==> src/rtl/filter_sample_ctrl.sv <==
// filter_sample_ctrl: sample-period tick generator and trigger/capture sequencer for an SOS filter,
// with sticky overrun/timeout flags and a saturating dropped-tick counter.
module filter_sample_ctrl #(
    parameter int DATA_SIZE = 24,
    parameter int DIV_WIDTH = 16,
    parameter int TIMEOUT   = 1023
) (
    input  logic                 clk,
    input  logic                 reset,
    input  logic                 enable,
    input  logic [DIV_WIDTH-1:0] div_value,
    input  logic                 clear_flags,
    input  logic [DATA_SIZE-1:0] src_data,
    output logic [DATA_SIZE-1:0] filt_data_in,
    output logic                 sample_trig,
    input  logic [DATA_SIZE-1:0] filt_data_out,
    input  logic                 filter_done,
    output logic [DATA_SIZE-1:0] out_data,
    output logic                 out_valid,
    output logic                 busy,
    output logic                 overrun,
    output logic                 timeout_err,
    output logic [7:0]           drop_count
);
    localparam int WW = $clog2(TIMEOUT + 2);

    typedef enum logic [1:0] {IDLE, TRIG, WAIT, CAPTURE} state_t;

    state_t               state_q, state_d;
    logic [DIV_WIDTH-1:0] cnt_q, cnt_d, per_q, per_d;
    logic [WW-1:0]        wcnt_q, wcnt_d;
    logic [DATA_SIZE-1:0] fdi_q, fdi_d, od_q, od_d;
    logic                 ov_q, ov_d, tmo_q, tmo_d;
    logic [7:0]           drop_q, drop_d, drop_base;
    logic                 tick, tmo_set, drop_evt;

    // Period limit is latched at the start of each period so mid-period div_value changes wait a period.
    always_comb begin
        tick  = enable && cnt_q != '0 && cnt_q == per_q;
        cnt_d = (!enable || tick) ? '0 : cnt_q + 1'b1;
        per_d = (cnt_q == '0) ? ((div_value < 3) ? DIV_WIDTH'(3) : div_value) : per_q;
    end

    always_comb begin
        state_d = state_q;
        wcnt_d  = wcnt_q;
        fdi_d   = fdi_q;
        od_d    = od_q;
        tmo_set = 1'b0;
        case (state_q)
            IDLE: begin
                if (tick) begin
                    fdi_d   = src_data;
                    state_d = TRIG;
                end
            end
            TRIG: begin
                wcnt_d  = '0;
                state_d = WAIT;
            end
            WAIT: begin
                if (filter_done) begin
                    od_d    = filt_data_out;
                    state_d = CAPTURE;
                end else if (wcnt_q == WW'(TIMEOUT)) begin
                    tmo_set = 1'b1;
                    state_d = IDLE;
                end else begin
                    wcnt_d = wcnt_q + 1'b1;
                end
            end
            default: state_d = IDLE;
        endcase
    end

    // A new event in the same cycle as clear_flags wins over the clear.
    always_comb begin
        drop_evt  = tick && state_q != IDLE;
        ov_d      = drop_evt || (ov_q && !clear_flags);
        tmo_d     = tmo_set || (tmo_q && !clear_flags);
        drop_base = clear_flags ? 8'd0 : drop_q;
        drop_d    = (drop_evt && drop_base != 8'hFF) ? drop_base + 8'd1 : drop_base;
    end

    always_ff @(posedge clk) begin
        if (reset) begin
            state_q <= IDLE;
            cnt_q   <= '0;
            per_q   <= '0;
            wcnt_q  <= '0;
            fdi_q   <= '0;
            od_q    <= '0;
            ov_q    <= 1'b0;
            tmo_q   <= 1'b0;
            drop_q  <= '0;
        end else begin
            state_q <= state_d;
            cnt_q   <= cnt_d;
            per_q   <= per_d;
            wcnt_q  <= wcnt_d;
            fdi_q   <= fdi_d;
            od_q    <= od_d;
            ov_q    <= ov_d;
            tmo_q   <= tmo_d;
            drop_q  <= drop_d;
        end
    end

    assign sample_trig  = state_q == TRIG && !reset;
    assign out_valid    = state_q == CAPTURE && !reset;
    assign busy         = state_q != IDLE;
    assign filt_data_in = fdi_q;
    assign out_data     = od_q;
    assign overrun      = ov_q;
    assign timeout_err  = tmo_q;
    assign drop_count   = drop_q;
endmodule

==> config.mk <==
export PLATFORM = sky130hd
export DESIGN_NAME = filter_sample_ctrl
export DESIGN_NICKNAME = d
export VERILOG_FILES = /design/src/rtl/filter_sample_ctrl.sv
export SDC_FILE = /design/constraint.sdc
export NUM_CORES = 1
export LEC_CHECK = 0
export ABC_AREA = 0
export ABC_CLOCK_PERIOD_IN_PS = 2200
export CAP_MARGIN = 20
export CORE_MARGIN = 10
export CORE_UTILIZATION = 30
export DETAILED_ROUTE_END_ITERATION = 10
export PLACE_DENSITY = 0.54
export RECOVER_POWER = 50
export SETUP_SLACK_MARGIN = 0.4
export SYNTH_ARGS = -nofsm -noshare
export SYNTH_HDL_FRONTEND = slang
export SYNTH_SLANG_ARGS = --single-unit
==> constraint.sdc <==
create_clock -name clk -period 2.2 [get_ports clk]
set_input_delay 0.22 -clock clk [delete_from_list [all_inputs] [get_ports clk]]
set_output_delay 0.22 -clock clk [all_outputs]
set_load 0.1 [all_outputs]
### After elaboration in Yosys (flattened, before gate mapping)

Cells that the tools add are included.

* register bits: 103
* logic and storage cells: 60

* add/subtract/negate cells: 3
* $lt $le $gt $ge: 1
* eq/ne operators: 10
* multiplexer cells: 13
* reduce and logical (&&, ||, !) cells: 24

Operators by type and width (count)
* 11-bit two-way mux: 2
* 11-bit case mux with 2 select lines: 1
* 16-bit by 1-bit adder with 16-bit output, second input constant: 1
* 16-bit equality test: 1
* 16-bit zero test: 1
* 16-bit by 2-bit < comparator with 1-bit output, second input constant: 1
* 16-bit two-way mux: 1
* 8-bit two-way mux: 2
* 16-bit nonzero test: 1
* 11-bit by 1-bit adder with 11-bit output, second input constant: 1
* 11-bit by 10-bit equality test with 1-bit output, second input constant: 1
* 8-bit by 1-bit adder with 8-bit output, second input constant: 1
* 1-bit logical AND: 8
* 8-bit != test, second input constant: 1
* 2-bit two-way mux: 3
* 2-bit != test, second input constant: 3
* 2-bit case mux with 3 select lines: 1
* 2-bit AND reduction: 3
* 2-bit equality test, second input constant: 2
* 2-bit nonzero test: 2
* 1-bit zero test: 3
* 1-bit logical OR: 3
* 1-bit two-way mux: 3
* 3-bit != test, second input constant: 1
* other kinds (4): 4

### Depth between registers and ports, before layout

* word-level depth: 6
* depth in mapped cells: 9
* mapped depth without buffers: 7

### Worst setup path after synthesis

OpenSTA, ideal clock, no wires.

* path kind: reg-to-reg
* start: reg drop_q[0] (netlist: drop_count[0])
* end: reg drop_q[4] (netlist: drop_count[4])
* setup time: 0.063 ns
* arrival: 2.316 ns
* slack: -0.179 ns
* stages on the path, launching flop included: 8
* clock period less this slack: 2.379 ns
* path through: dfxtp_1 and2b_2 ha_1 o21ai_0 a211oi_1 nand3_1 or4_1 nand2_1

* longest elaborated chain between the ends: 4

RTL lines
* from (decl): line 34 `logic [7:0] drop_q, drop_d, drop_base;`
* from (signal assigned): line 105 `drop_q <= drop_d;`
* 8-bit two-way mux (*): line 81 `drop_base = clear_flags ? 8'd0 : drop_q;`
* parallel branches: the longest is 2 deep, another holds 8-bit by 1-bit adder with 8-bit output
* 8-bit two-way mux (*): line 82 `drop_d = (drop_evt && drop_base != 8'hFF) ? drop_base + 8'd1 : drop_base;`

Mark *: on every way between the ends.
A chain may end at the register's enable or synchronous reset.

### Worst setup path in the final report

* start: reg per_q[4]
* end: reg drop_q[0] (netlist: drop_count[0])

* longest elaborated chain between the ends: 5

RTL lines
* from (decl): line 30 `logic [DIV_WIDTH-1:0] cnt_q, cnt_d, per_q, per_d;`
* from (signal assigned): line 99 `per_q <= per_d;`
* 16-bit equality test: line 39 `tick = enable && cnt_q != '0 && cnt_q == per_q;`
* 1-bit logical AND: line 39
* 1-bit logical AND: line 78 `drop_evt = tick && state_q != IDLE;`
* 1-bit logical AND: line 82
* 8-bit two-way mux: line 82

Every way passes these cells.

==> impl_results.md <==
* FF-to-FF path depth at 5
* CP Max Fanout at 6
* Int Pwr at approximately 3.0 mW
* Worst-margin pin slew at between 1 and 1.5 ns
* Fill count at 1493
* PD cells at 582 mW/mm^2
* # diodes at 0
* Max-slew violation total from the final report at 0
* Combinational Power Share at 11.2%
* Max-slew headroom at around 17%
* Initial antenna violation count at 0
* CP Cell Sequence: xnor2_4, nand4_1, or4_4, or4_4, a21oi_2
* IO Count at 130
* Ranking of synthesized cells by area: dfxtp_1 (45%), a21oi_1 (6.1%), nand2_1 (5.9%)
* Share of cells above drive strength 1 at 23.1%
* GRT Overall Usage at approximately 14%
* Max VDD drop at between 0.3 and 0.4 mV
* Top cells by count, synth: dfxtp_1 (103), nand2_1 (72), a21oi_1 (56)
* CTS max path bufs at 2
* Clk sinks at between 100 and 150
* Final WL at 15400 um
* Critical path launch point: per_q[4]
* Core ar. at approximately 0.015 mm^2
* # rows at 45
* CTS clk-pin slew, worst paths at around 0.070 ns
* Net switching power at ~940 uW
* CTS buffer count at 9
* CTS tree: yes
* Syn Area/Cell at ~8.3 um^2
* Crit start category: flip-flop
* Min-delay src: reset
* CP max stage delay at about 0.58 ns
* Worst Path Required at approximately 2.5 ns
* Leakage Power at between 2 and 2.5 nW
* DRC at 0
* Total congestion overflow at 0
* Avg Vias per Cell at about 5.2
* Iter 0 DRT Violations at roughly 240
* Setup TNS at 0 ns
* Critical path arrival at about 2.2 ns
* Yosys top cell by area: dfxtp_1
* DIE AREA at just over 0.02 mm^2
* EDFF count, synth at 0
* Input/output buffers at between 100 and 150
* Synth Register Bits at ~100
* Syn-to-layout area delta at 48.4%
* Post-route ant nets at 0
* Ys async rst share at 0%
* Yosys warns at 0
* Largest net degree at the start of global routing at 35
* Post-DP HPWL at between 10000 and 15000 um
* First-pass GRT wire length at 23600 um
* Syn nets at ~620
* Final Skew at 0.00796 ns
* Worst min-delay path class: input pin to flip-flop
* Post-synthesis cell type count at 50
* Hold Path Stages at 4
* Placed cell count at approximately 860
* Clock share of power at around two fifths
* Share of the synthesized area in the top cell type at between 40% and 50%
* Seq/Total Area, Yosys at roughly 45%
* Via count at between 4000 and 5000
* Die height at about 140 um
* RSZ-0062 raised after global routing: yes
* Most common cell on crit path: or4_4
* Post-synthesis cell count at 551
* Reg2reg start: per_q[4]
* Count leader, synth: dfxtp_1
* Final setup violating endpoints at 0
* Max Clk Rate at ~530 MHz
* Worst skew pair latency at around 0.35 ns
* Nets@finish at between 700 and 800
* Top_reg_cell synth: dfxtp_1
* Part of the power in registers at 48.3%
* Initial Utilization at slightly above 30%
* Max-Cap Viols at 0
* CP max stage cell: or4_4
* Worst Setup End Kind: flip-flop
* Die X at around 140 um
* Tmin final at between 1.5 and 2 ns
* Final Wtd Congestion at 0.894
* Sw Ratio at between 20% and 30%
* Final Cycle Share at 85.9%
* Number of global-route vias before repair at 4443
* Routed len/inst at between 15 and 20 um
* Crit Path Class: flip-flop to flip-flop
* Drt first pass iters at 5
* H-Tree Depth at 3
* Fin cells at ~890
* Status: finished, final reports clean
* Clock root buffer: clkbuf_16
* Post-Syn Area at 0.00458 mm^2
* Final hold vios at 0
-- layer usage --
metal | up-vias | track usage [%] | part of all wire (%)
met1 | 2226 | 18.0 | 42
met3 | 13 | 4.03 | 7.1
li1 | 2251 | - | -
met2 | 135 | 22.5 | 49
met5 | - | 0 | 0
met4 | 0 | 5.43 | 1.5
-- stage by stage --
stage / hold slack, ns / worst slack, ns / total power, mW / instance area [um^2] / util, %
finish: 0.312 / 0.310 / 3.96 / 6800 / 45.1
global route: 0.351 / 0.238 / 4.10 / 6800 / 45.1
CTS: 0.325 / 0.330 / 3.98 / 6760 / 44.8
detailed placement: 0.450 / 0.0639 / 2.34 / 6140 / 40.7
global placement: 0.444 / 0.0780 / 2.34 / 6140 / 40.7
floorplan: 0.356 / 0.316 / 2.12 / 4700 / -
-- final cells by class --
cell class	instances	area (um^2)	area share, %
multi-input combinational	399	2710	39.9
sequential	103	2130	31.3
timing repair buffer	176	1380	20.3
clock buffer	15	289	4.25
tap	188	235	3.46
inverter	11	45.0	0.662
clock inverter	1	8.76	0.129
-- path summary, 6_finish.rpt --
path | endpoint | slack [ns]
max | drop_count[0] | 0.31
min | wcnt_q[7] | 0.31
max reg2reg | drop_count[0] | 0.31
min reg2reg | out_data[8] | 0.46
-- cell families after synthesis --
logic type / after synthesis / synth area share [%]
xor gates and xnor gates: 33 / 6.47
DFF: 103 / 45.0
adders and majority gates: 4 / 1.09
buffers and inverters: 49 / 4.37
muxes: 17 / 3.77
and+or+nand+nor: 236 / 25.8
AOI/OAI and AO/OA: 109 / 13.5
-- cell usage in the layout, fill, tap and decap left out, types with 15 or more instances in the layout --
master / instances
mux2i_1: 15
clkdlybuf4s50_1: 67
dfxtp_1: 73
a21oi_1: 53
dfxtp_2: 18
buf_4: 34
nand2_1: 71
clkbuf_1: 60
nand4_1: 37
nor2_1: 33
-- sequential cells by signal (all words and copies together) (netlist names) --
signal,count
out_data,24
filt_data_in,24
per_q,16
cnt_q,16
wcnt_q,11
timeout_err,1
state_q,2
overrun,1
drop_count,8
-- timing repair --
| action | 4_1_cts | 5_1_grt |
|---|---|---|
| hold buffers | 0 | 0 |
| buffers inserted | 13 | 8 |
| endpoints found under the setup margin | 76 | 61 |
| gates cloned | 0 | 1 |
| pin swaps | 13 | 14 |
| endpoints found under the hold margin | 0 | 0 |
| gates resized for setup | 60 | 56 |
-- worst max-delay path: cells and delay by family, from the launching register on --
family / cells / cell delay (ns)
XOR/XNOR: 1 / 0.17
AO/OA/AOI/OAI: 1 / 0.12
flip-flops: 1 / 0.37
AND/OR/NAND/NOR: 3 / 1.18
-- power by group through the flow --
stage               logic (mW)  registers [mW]  clock network, mW
floorplan                0.165            1.96                  0
global placement         0.380            1.96                  0
detailed placement       0.384            1.96                  0
CTS                      0.422            1.91               1.64
global route             0.475            1.91               1.71
finish                   0.445            1.91               1.60
(Power assumes the default switching activity.)
